<file path="src/rtl/wb_port_arbiter.sv">
// rtl/wb_port_arbiter.sv - register-file write-port arbiter: pipeline writeback vs buffered MDU results.
// Optional WB_ARB_PERF_EN adds saturating forced-stall and MDU-drain counters.
module wb_port_arbiter #(
  parameter int FIFO_DEPTH   = 2,
  parameter int STARVE_LIMIT = 4,
  parameter int DW           = 32
) (
  input  logic          clk,
  input  logic          rst,
  input  logic          wb_reg_we_i,
  input  logic [4:0]    wb_wR_i,
  input  logic [DW-1:0] wb_wD_i,
  input  logic          mdu_valid_i,
  input  logic [4:0]    mdu_wR_i,
  input  logic [DW-1:0] mdu_wD_i,
  output logic          mdu_ready_o,
  output logic          pipe_stall_o,
  output logic [31:0]   busy_mask_o,
  output logic          rf_we_o,
  output logic [4:0]    rf_wR_o,
  output logic [DW-1:0] rf_wD_o
`ifdef WB_ARB_PERF_EN
  ,
  output logic [15:0]   perf_stall_cnt_o,
  output logic [15:0]   perf_mdu_wr_cnt_o
`endif
);

  localparam int AW = $clog2(FIFO_DEPTH);
  localparam int CW = AW + 1;

  logic [4:0]    q_wr [FIFO_DEPTH];
  logic [DW-1:0] q_wd [FIFO_DEPTH];
  logic [AW-1:0] rd_ptr, wr_ptr, off;
  logic [CW-1:0] count;
  logic [3:0]    age;
  logic          head_valid, wb_live, enq, drain;

  always_comb begin
    head_valid   = (count != '0);
    mdu_ready_o  = (count < CW'(FIFO_DEPTH));
    pipe_stall_o = head_valid && (age >= 4'(STARVE_LIMIT));
    wb_live      = wb_reg_we_i && (wb_wR_i != 5'd0);
    // x0 results still complete the handshake but are never stored
    enq          = mdu_valid_i && mdu_ready_o && (mdu_wR_i != 5'd0);
    drain        = pipe_stall_o || (head_valid && !wb_live);
  end

  always_comb begin
    busy_mask_o = '0;
    off         = '0;
    for (int i = 0; i < FIFO_DEPTH; i++) begin
      off = AW'(i) - rd_ptr;
      if ({1'b0, off} < count)
        busy_mask_o = busy_mask_o | (32'd1 << q_wr[i]);
    end
  end

  always_ff @(posedge clk) begin
    if (!rst && enq) begin
      q_wr[wr_ptr] <= mdu_wR_i;
      q_wd[wr_ptr] <= mdu_wD_i;
    end
  end

  always_ff @(posedge clk) begin
    if (rst) begin
      rd_ptr  <= '0;
      wr_ptr  <= '0;
      count   <= '0;
      age     <= '0;
      rf_we_o <= 1'b0;
      rf_wR_o <= '0;
      rf_wD_o <= '0;
    end else begin
      if (enq)
        wr_ptr <= wr_ptr + 1'b1;
      if (drain)
        rd_ptr <= rd_ptr + 1'b1;
      case ({enq, drain})
        2'b10:   count <= count + 1'b1;
        2'b01:   count <= count - 1'b1;
        default: count <= count;
      endcase
      if (drain)
        age <= '0;
      else if (wb_live && head_valid && age != 4'hF)
        age <= age + 4'd1;
      rf_we_o <= drain || wb_live;
      if (drain) begin
        rf_wR_o <= q_wr[rd_ptr];
        rf_wD_o <= q_wd[rd_ptr];
      end else if (wb_live) begin
        rf_wR_o <= wb_wR_i;
        rf_wD_o <= wb_wD_i;
      end
    end
  end

`ifdef WB_ARB_PERF_EN
  always_ff @(posedge clk) begin
    if (rst) begin
      perf_stall_cnt_o  <= '0;
      perf_mdu_wr_cnt_o <= '0;
    end else begin
      if (pipe_stall_o && perf_stall_cnt_o != 16'hFFFF)
        perf_stall_cnt_o <= perf_stall_cnt_o + 16'd1;
      if (drain && perf_mdu_wr_cnt_o != 16'hFFFF)
        perf_mdu_wr_cnt_o <= perf_mdu_wr_cnt_o + 16'd1;
    end
  end
`endif

endmodule

</file>
<file path="config.mk">
export PLATFORM = sky130hd
export DESIGN_NAME = wb_port_arbiter
export DESIGN_NICKNAME = d
export VERILOG_FILES = /design/src/rtl/wb_port_arbiter.sv
export SDC_FILE = /design/constraint.sdc
export NUM_CORES = 1
export LEC_CHECK = 0
export ABC_AREA = 1
export CORE_MARGIN = 3
export CORE_UTILIZATION = 37
export CTS_CLUSTER_DIAMETER = 40
export CTS_CLUSTER_SIZE = 12
export DETAILED_ROUTE_END_ITERATION = 8
export PLACE_DENSITY_LB_ADDON = 0.12
export RECOVER_POWER = 25
export SLEW_MARGIN = 20
export SYNTH_ARGS = -nofsm -noshare
export SYNTH_HDL_FRONTEND = slang
export SYNTH_SLANG_ARGS = --single-unit
</file>
<file path="constraint.sdc">
create_clock -name clk -period 5 [get_ports clk]
set_input_delay 1.5 -clock clk [delete_from_list [all_inputs] [get_ports clk]]
set_output_delay 1.5 -clock clk [all_outputs]
set_load 0.02 [all_outputs]
</file>
# ---- Word level (Yosys, flattened, before mapping)
# Memories as Yosys holds them, arrays and structs flattened. A register that Yosys moved wholly into a read port is not among the register bits.
# Index checks and enable logic that the tools add are counted.
dict set report op_classes {
  n_eq_ne 3
  bitwise 1
  n_reduce_logical 18
  n_mul 0
  order_cmp 4
  n_addsub 7
  n_div 0
  shifts 2
  mux 13
}
# cell count
set ops {}
lappend ops {{32-bit 2-to-1 mux} 4}
lappend ops {{1-bit by 5-bit << shifter with 32-bit output (first input constant)} 2}
lappend ops {{32-bit OR} 1}
lappend ops {{5-bit 2-to-1 mux} 2}
lappend ops {{5-bit nonzero test} 2}
lappend ops {{1-bit logical AND} 8}
lappend ops {{1-bit 2-to-1 mux} 6}
lappend ops {{2-bit nonzero test} 3}
lappend ops {{4-bit by 1-bit adder with 4-bit output (second input constant)} 1}
lappend ops {{4-bit by 3-bit >= comparator with 1-bit output (second input constant)} 1}
lappend ops {{1-bit by 2-bit less-than comparator with 1-bit output} 2}
lappend ops {{4-bit inequality test (second input constant)} 1}
lappend ops {{2-bit one-hot mux with 2 select lines} 1}
lappend ops {{1-bit adder (second input constant)} 2}
lappend ops {{2-bit by 1-bit adder with 2-bit output (second input constant)} 1}
lappend ops {{2-bit by 1-bit equality test with 1-bit output (second input constant)} 1}
lappend ops {{2-bit equality test (second input constant)} 1}
lappend ops {{1-bit zero test} 2}
lappend ops {{1-bit logical OR} 2}
lappend ops {{2-bit less-than comparator (second input constant)} 1}
lappend ops {{2-bit OR reduction} 1}
lappend ops {{1-bit subtractor (first input constant)} 2}
lappend ops {{2-bit by 1-bit subtractor with 2-bit output (second input constant)} 1}
dict set report word_totals {
  mem_count 2
  elab_cells 57
  latch_bits 0
  regBits 46
  rom_bits 0
  mem_bits_rw 74
}
# name depth width read_ports rd_clocked_by_memory_dff wr line
set memory_table {}
lappend memory_table {q_wd 2 32 1 1 1 33} ;# logic [DW-1:0] q_wd [FIFO_DEPTH];
lappend memory_table {q_wr 2 5 3 1 1 32} ;# logic [4:0] q_wr [FIFO_DEPTH];

# ---- Depth between registers and ports, before layout
dict set report logic_depth {
  depth_word 7
  mapped_depth 11
}

# ---- Worst setup path before layout
# Ideal clock, no wire load.
dict set report synth_path {
  path_kind {input to register}
  startpoint {input mdu_wR_i[3]}
  endpoint {memory q_wd[1][0] (enable)}
  stages 4
  setup_time_ns 0.477
  arrival_time_ns 4.255
  path_buffers 0
  slack_ns 0.268
  cell_sequence {nor3_1 > nand2_1 > nand3_1 > nor3_1}
}
dict set report synth_between {
  elab_chain_cells 5
}
# item line
set synth_rtl {}
lappend synth_rtl {{start: declaration} 14} ;# input logic [4:0] mdu_wR_i,
lappend synth_rtl {{5-bit nonzero test} 45} ;# enq = mdu_valid_i && mdu_ready_o && (mdu_wR_i != 5'd0);
lappend synth_rtl {{1-bit logical AND} 45}
lappend synth_rtl {{1-bit logical AND} 60} ;# if (!rst && enq) begin
lappend synth_rtl {{1-bit 2-to-1 mux} 60}
lappend synth_rtl {{1-bit 2-to-1 mux (implied by the code)} 62} ;# q_wd[wr_ptr] <= mdu_wD_i;
lappend synth_rtl {{end: declaration} 33}
# Every way passes these cells.

# ---- Worst setup path in the final report
dict set report layout_path {
  startpoint {register rd_ptr}
  endpoint {output busy_mask_o[0]}
}
dict set report layout_between {
  elab_chain_cells 5
}
# item line
set layout_rtl {}
lappend layout_rtl {{start: declaration} 34} ;# logic [AW-1:0] rd_ptr, wr_ptr, off;
lappend layout_rtl {{start signal: assignment} 79} ;# rd_ptr <= rd_ptr + 1'b1;
lappend layout_rtl {{1-bit subtractor} 53} ;# off = AW'(i) - rd_ptr;
lappend layout_rtl {{1-bit by 2-bit less-than comparator with 1-bit output} 54} ;# if ({1'b0, off} < count)
lappend layout_rtl {{32-bit 2-to-1 mux} 54}
lappend layout_rtl {{32-bit OR} 55} ;# busy_mask_o = busy_mask_o | (32'd1 << q_wr[i]);
lappend layout_rtl {{32-bit 2-to-1 mux *} 54}
lappend layout_rtl {{end: declaration} 18} ;# output logic [31:0] busy_mask_o,
# Mark *: on every way between the ends. The rest lies on a longest branch, timed or not.

==> impl_metrics.json <==
{
  "synth_seq_cells": 121,
  "min_period_ns": 4.19,
  "port_buffers": 149,
  "synth_top_cell_by_area": "edfxtp_1",
  "core_area_mm2": 0.0147,
  "ant_nets": 0,
  "netlist_instances": 609,
  "cts_made_buffers": 17,
  "yosysTopAreaCellShare": 0.397,
  "netlist_area_mm2": 0.00560,
  "crit_required_ns": 3.50,
  "yosysSeqAreaShare": 0.565,
  "die_x_um": 129,
  "fin_util": 0.531,
  "setup_viol": 0,
  "num_vias": 4857,
  "worstSetupPathDepth": 6,
  "clock_skew_ns": 0.00872,
  "yosys.cell_types.count": 24,
  "hold_path_startpoint": "wr_ptr",
  "hold_viol": 0,
  "status": "finished, final reports clean",
  "synth_top_family_by_area": "simple AND/OR/NAND/NOR gates",
  "dp_slack_ns": 1.31,
  "grt_pass1_wl_mm": 24.8,
  "clk_pin_slew_worst_paths_ns": 0.05,
  "wl_mm": 15.7,
  "ff2ff_path_depth": 10,
  "path_max_fanout": 16,
  "r2r_end": "count[1]",
  "syn_to_final_growth_pct": 39.4,
  "vias_per_cell": 5.15,
  "hpwl_mm": 10.4,
  "first_pass_iters": 5,
  "avgSynthCellArea_um2": 9.20,
  "path_delay_family": "simple AND/OR/NAND/NOR gates",
  "htree_levels": 4,
  "hp-class": "reg2reg",
  "postCtsSetupBuffers": 0,
  "initial_core_util": 0.381,
  "power_density_mw_per_mm2": 457,
  "cts-resized-gates": 0,
  "core.rowCount": 44,
  "grt_overflow": 0,
  "crit_path_end_kind": "output pin",
  "fillCellCount": 1284,
  "dieArea_mm2": 0.0167,
  "cp-start-kind": "flop",
  "setup_tns_ns": 0,
  "clock_latency_ns": 0.41,
  "r2r_slack_ns": 2.89,
  "synth-xor-area-share": 0,
  "cts-root-buf": "clkbuf_16",
  "hold_buffers": 0,
  "min_to": "wr_ptr",
  "cp_num_buf_inv": 2,
  "drt_iter0_markers": 297,
  "path_cells": "inv_1 > a21oi_1 > nor2_1 > nand2_1 > o21ai_0 > clkdlybuf4s50_1",
  "cts_tree": "yes",
  "fin_cells": 944,
  "synthMuxAreaShare": 0.0554,
  "antenna_found_initial": 2,
  "holdPathStages": 2,
  "nNetsFinal": 825,
  "grt_usage": 0.193,
  "grt_max_degree": 44,
  "drive_gt1_frac": 0.0660,
  "drv_slew": 0,
  "rr_startpoint": "count[0]",
  "yosys.area_share.simple": 0.245,
  "tightestPinTransition_ns": 1.09,
  "fin_crit_sh": 0.838,
  "fp.dieH_um": 129,
  "synth_compound_area_frac": 0.0523,
  "fmax_ghz": 0.239,
  "finalWorstSetupSlack_ns": 0.812,
  "cts_buffer_depth": 2,
  "slew_headroom": 0.272,
  "p_leak_nw": 3.03,
  "synth_area_leaders": "edfxtp_1, dfxtp_1, nand2_1",
  "grt_pass1_vias": 4777,
  "wire_per_inst_um": 16.6,
  "cts_sinks": 121,
  "critPathKind": "reg2out",
  "drc_errors": 0,
  "io_pins": 150,
  "peakVddDrop_mv": 0.356,
  "max_stage_delay_ns": 0.83,
  "syn-num-nets": 689,
  "dp.cells": 909,
  "yosysWarnings": 0,
  "finalWeightedCongestion": 0.851,
  "rsz0062_at_grt": "no",
  "cp_slowest_cell": "nor2_1",
  "synthAdderAreaFrac": 0.00447,
  "critPathArrivalTime_ns": 2.69,
  "cap_viol_max_count": 0
}
## logic make-up (layout without fill, tap and decap cells)
group	after synthesis	in the layout
fa+ha+maj	2	2
simple gates	299	299
mux	31	31
compound gates	55	55
other cells	0	2
flops	121	121
buf+inv	101	250
## layout by cell type (no fill, tap or decap), types with 18 or more instances in the layout
| cell | instances |
|---|---|
| nor2_1 | 25 |
| nand3_1 | 86 |
| o21ai_0 | 43 |
| inv_1 | 54 |
| edfxtp_1 | 74 |
| dfxtp_1 | 46 |
| nand4_1 | 50 |
| mux2i_1 | 31 |
| clkdlybuf4s50_1 | 116 |
| nand2_1 | 127 |
| clkbuf_16 | 18 |
| dlygate4sd3_1 | 33 |
## how the worst max path moves through the flow
stage,start,end
after detailed placement,rd_ptr,busy_mask_o[16]
after global routing,rd_ptr,busy_mask_o[15]
after floorplan,mdu_wR_i[3],q_wd[1][0]
after CTS,rd_ptr,busy_mask_o[16]
final,rd_ptr,busy_mask_o[0]
after global placement,rd_ptr,busy_mask_o[0]
## flip-flops by register name (all words and copies together), names as in the netlist, named ones only
name     flops
q_wr        10
age          4
rf_we_o      1
count        2
wr_ptr       1
rf_wR_o      5
rd_ptr       1
rf_wD_o     32
q_wd        64
## area by class of cell
| cell class | instances | area, um2 | share of cell area |
|---|---|---|---|
| sequential | 121 | 3170 | 0.405 |
| multi-input combinational | 387 | 2020 | 0.258 |
| timing repair buffer | 159 | 1590 | 0.203 |
| clock buffer | 26 | 520 | 0.0666 |
| tap | 184 | 230 | 0.0295 |
| inverter | 59 | 221 | 0.0283 |
| clock inverter | 6 | 62.6 | 0.00801 |
| antenna | 2 | 5.00 | 0.000641 |
## worst min-delay path, cell delays in order (launching register included)
cell and delay, ns:
dfxtp_1 0.30, nand2_1 0.06, a21oi_1 0.06
## cells in the mapped netlist
library cell and instances:
mux2i_1 31, o21ai_1 1, nand3_1 87, clkinv_1 1
o21ai_0 43, buf_2 22, edfxtp_1 74, nand2_2 2
o21ai_2 1, nand4_1 50, inv_2 3, a21oi_4 1
buf_4 3, ha_1 2, clkbuf_1 14, dfxtp_1 47
nand2_1 128, buf_6 3, inv_1 55, o21bai_1 1
nor4_1 2, nor2_1 26, nor3_1 4, a21oi_1 8
## routing by layer
| metal | track usage | share of wire |
|---|---|---|
| met1 | 0.244 | 0.43 |
| met2 | 0.309 | 0.48 |
| met3 | 0.0491 | 0.062 |
| met4 | 0.0964 | 0.028 |
| met5 | 0 | 0 |
## report_power, final
group	total, W	switching [W]	internal [W]
registers	0.00133	0.000117	0.00122
logic	0.00106	0.000652	0.000407
clock network	0.00118	0.000417	0.000764
## per-stage QoR
step                      cell area, um2  hold slack (ns)  total power, W
final                               7810            0.472         0.00357
after CTS                           7780            0.472         0.00360
after global placement              7190            0.450         0.00240
after floorplan                     5600            0.435         0.00197
after global routing                7810            0.495         0.00376
after detailed placement            7200            0.465         0.00241
No activity file was read; power rests on OpenSTA's default activity.
==> RTL change (same flow settings) <==
Change the parameter `FIFO_DEPTH` from 2 to 8.
--- a/src/rtl/wb_port_arbiter.sv
+++ b/src/rtl/wb_port_arbiter.sv
@@ -1,7 +1,7 @@
 // rtl/wb_port_arbiter.sv - register-file write-port arbiter: pipeline writeback vs buffered MDU results.
 // Optional WB_ARB_PERF_EN adds saturating forced-stall and MDU-drain counters.
 module wb_port_arbiter #(
-  parameter int FIFO_DEPTH   = 2,
+  parameter int FIFO_DEPTH   = 8,
   parameter int STARVE_LIMIT = 4,
   parameter int DW           = 32
 ) (
Check against the original RTL: not equivalent (a bounded check fails within 4 cycles, from zero or initial values and one cycle with rst high).
==> RTL change against the original RTL <==
Clock skew rose by 0.0047 ns; critical path depth rose by 4; design area rose to 2.9 times the old value; routed wire length rose to 4.3 times the old value; largest cell class unchanged; total power rose to 3.5 times the old value; sequential cell count rose by 230; synthesized area rose to 3.4 times the old value; synthesized cell count rose to 3.9 times the old value; count of clock-buffer cells in the layout rose by 33; worst setup slack got worse by 0.64 ns; first-iteration DRC count rose to 5.3 times the old value; die area rose to 3.3 times the old value.
==> RTL change: results (changes against the original RTL) <==
metric,value,unit,change
arrival,3.32,ns,+0.63 ns
avgSynthCellArea,8.02,um2,-13%
viasPerCell,5.32,,+3.3%
routabilityCongestion,0.990,,+16%
maxSlewHeadroom,31.3,%,+4.1 points
synth_common_cells,"826 x nand2_1, 299 x nor2_1, 296 x edfxtp_1, 285 x nand3_1, 187 x nand4_1",,
dpl.cell_count,3083,,+240%
p_leak,9.71,nW,+220%
worstSkewPairLatency,0.57,ns,+0.16 ns
wl,66.7,mm,+330%
fin_worst_skew,0.0134,ns,+0.00469 ns
intPower,7.19,mW,+200%
critPathLaunch,count[1]$_SDFFE_PP0P_,,
first_pass_iters,6,,+1
syn_nets,2475,,+260%
clock_path_buffers,3,,+1
drive_above_1_share,6.67,%,+0.073 points
grt_usage,24.2,%,+4.9 points
synth_edf_count,296,,+300%
fillers,4996,,+290%
peakVddDrop,0.446,mV,+25%
synth_cell_type_count,32,,+33%
synth_area_leaders,"edfxtp_1 47%, nand2_1 16%, nand3_1 7.5%, nand4_1 6.1%, nor2_1 5.9%",,
reg2reg_slack,2.52,ns,-0.37 ns
outcome,"complete, no violations",,
timing.rr.end,rf_wD_o[27]$_SDFFE_PP0P_,,
avgRoutedWirePerCell,21.0,um,+26%
reg.largest.list,"q_wd x256, q_wr x40, rf_wD_o x32",,
cts_max_level,2,,-2
-- RTL change: changes by cell type after synthesis, sizes merged, moves of 7 or more --
cell / change
dfxtp: +8
edfxtp: +222
buf: +104
nand2: +704
inv: +76
ha: +17
nor2: +273
nand4: +138
or2: +7
mux2i: -31
clkinv: +8
clkbuf: +15
nand3: +200
-- RTL change: cells by family after synthesis --
group           after synthesis  synth area share [%]
fa+ha+maj                    20                  1.35
buf+inv                     304                  7.27
flops                       351                  52.4
compound gates               69                  1.88
simple gates               1626                  36.8
xor+xnor                      7                 0.321
-- RTL change: area by class of cell --
class / count / area [um2] / area share (%)
multi-input cells: 1722 / 7760 / 34.0
clock inverters: 34 / 338 / 1.48
flip-flops and latches: 351 / 10000 / 43.8
repair buffers: 195 / 2000 / 8.76
inverters: 143 / 547 / 2.40
clock buffers: 59 / 1350 / 5.90
diodes: 1 / 2.50 / 0.0110
well taps: 672 / 841 / 3.68
-- RTL change: how the worst min path moves through the flow --
stage | start | end | slack (ns) | cells past startpoint
after global routing | rf_wD_o[19]$_SDFFE_PP0P_ | rf_wD_o[19]$_SDFFE_PP0P_ | 0.47 | 2
after global placement | rf_wD_o[16]$_SDFFE_PP0P_ | rf_wD_o[16]$_SDFFE_PP0P_ | 0.44 | 2
after CTS | rf_wR_o[4]$_SDFFE_PP0P_ | rf_wR_o[4]$_SDFFE_PP0P_ | 0.45 | 2
final | rf_wR_o[4]$_SDFFE_PP0P_ | rf_wR_o[4]$_SDFFE_PP0P_ | 0.45 | 2
after floorplan | age[1]$_SDFFE_PP0P_ | age[1]$_SDFFE_PP0P_ | 0.46 | 2
after detailed placement | rf_wR_o[4]$_SDFFE_PP0P_ | rf_wR_o[4]$_SDFFE_PP0P_ | 0.44 | 2
-- RTL change: per-stage QoR --
| step | area [um2] | setup WS [ns] |
|---|---|---|
| after floorplan | 19100 | 0.0646 |
| after global placement | 21100 | 0.677 |
| after detailed placement | 21100 | 0.610 |
| after CTS | 22800 | 0.0694 |
| after global routing | 22800 | 0.0107 |
| final | 22800 | 0.177 |
-- RTL change: power groups by stage --
stage	combinational [mW]	clock, mW	sequential (mW)
floorplan	3.39	0	3.79
CTS	5.37	3.60	3.61
global placement	5.37	0	3.66
finish	5.40	3.51	3.61
detailed placement	5.36	0	3.66
global route	5.91	3.72	3.64
-- RTL change: metal layers --
metal / GRT usage, % / routed length, um
met1: 33.2 / 29500
met2: 39.0 / 30900
met3: 3.65 / 3970
met4: 8.99 / 2350
met5: 0 / 9
-- RTL change: worst max-delay path: stages, from the launching register on --
cell and delay, ns:
dfxtp_1 0.35, inv_1 0.16, ha_1 0.34, nand2_1 0.05, nand2_1 0.12, nand3_4 0.30, nand2_1 0.34, o21ai_0 0.11
nor2_1 0.29, nand2_1 0.12, clkdlybuf4s50_1 0.56
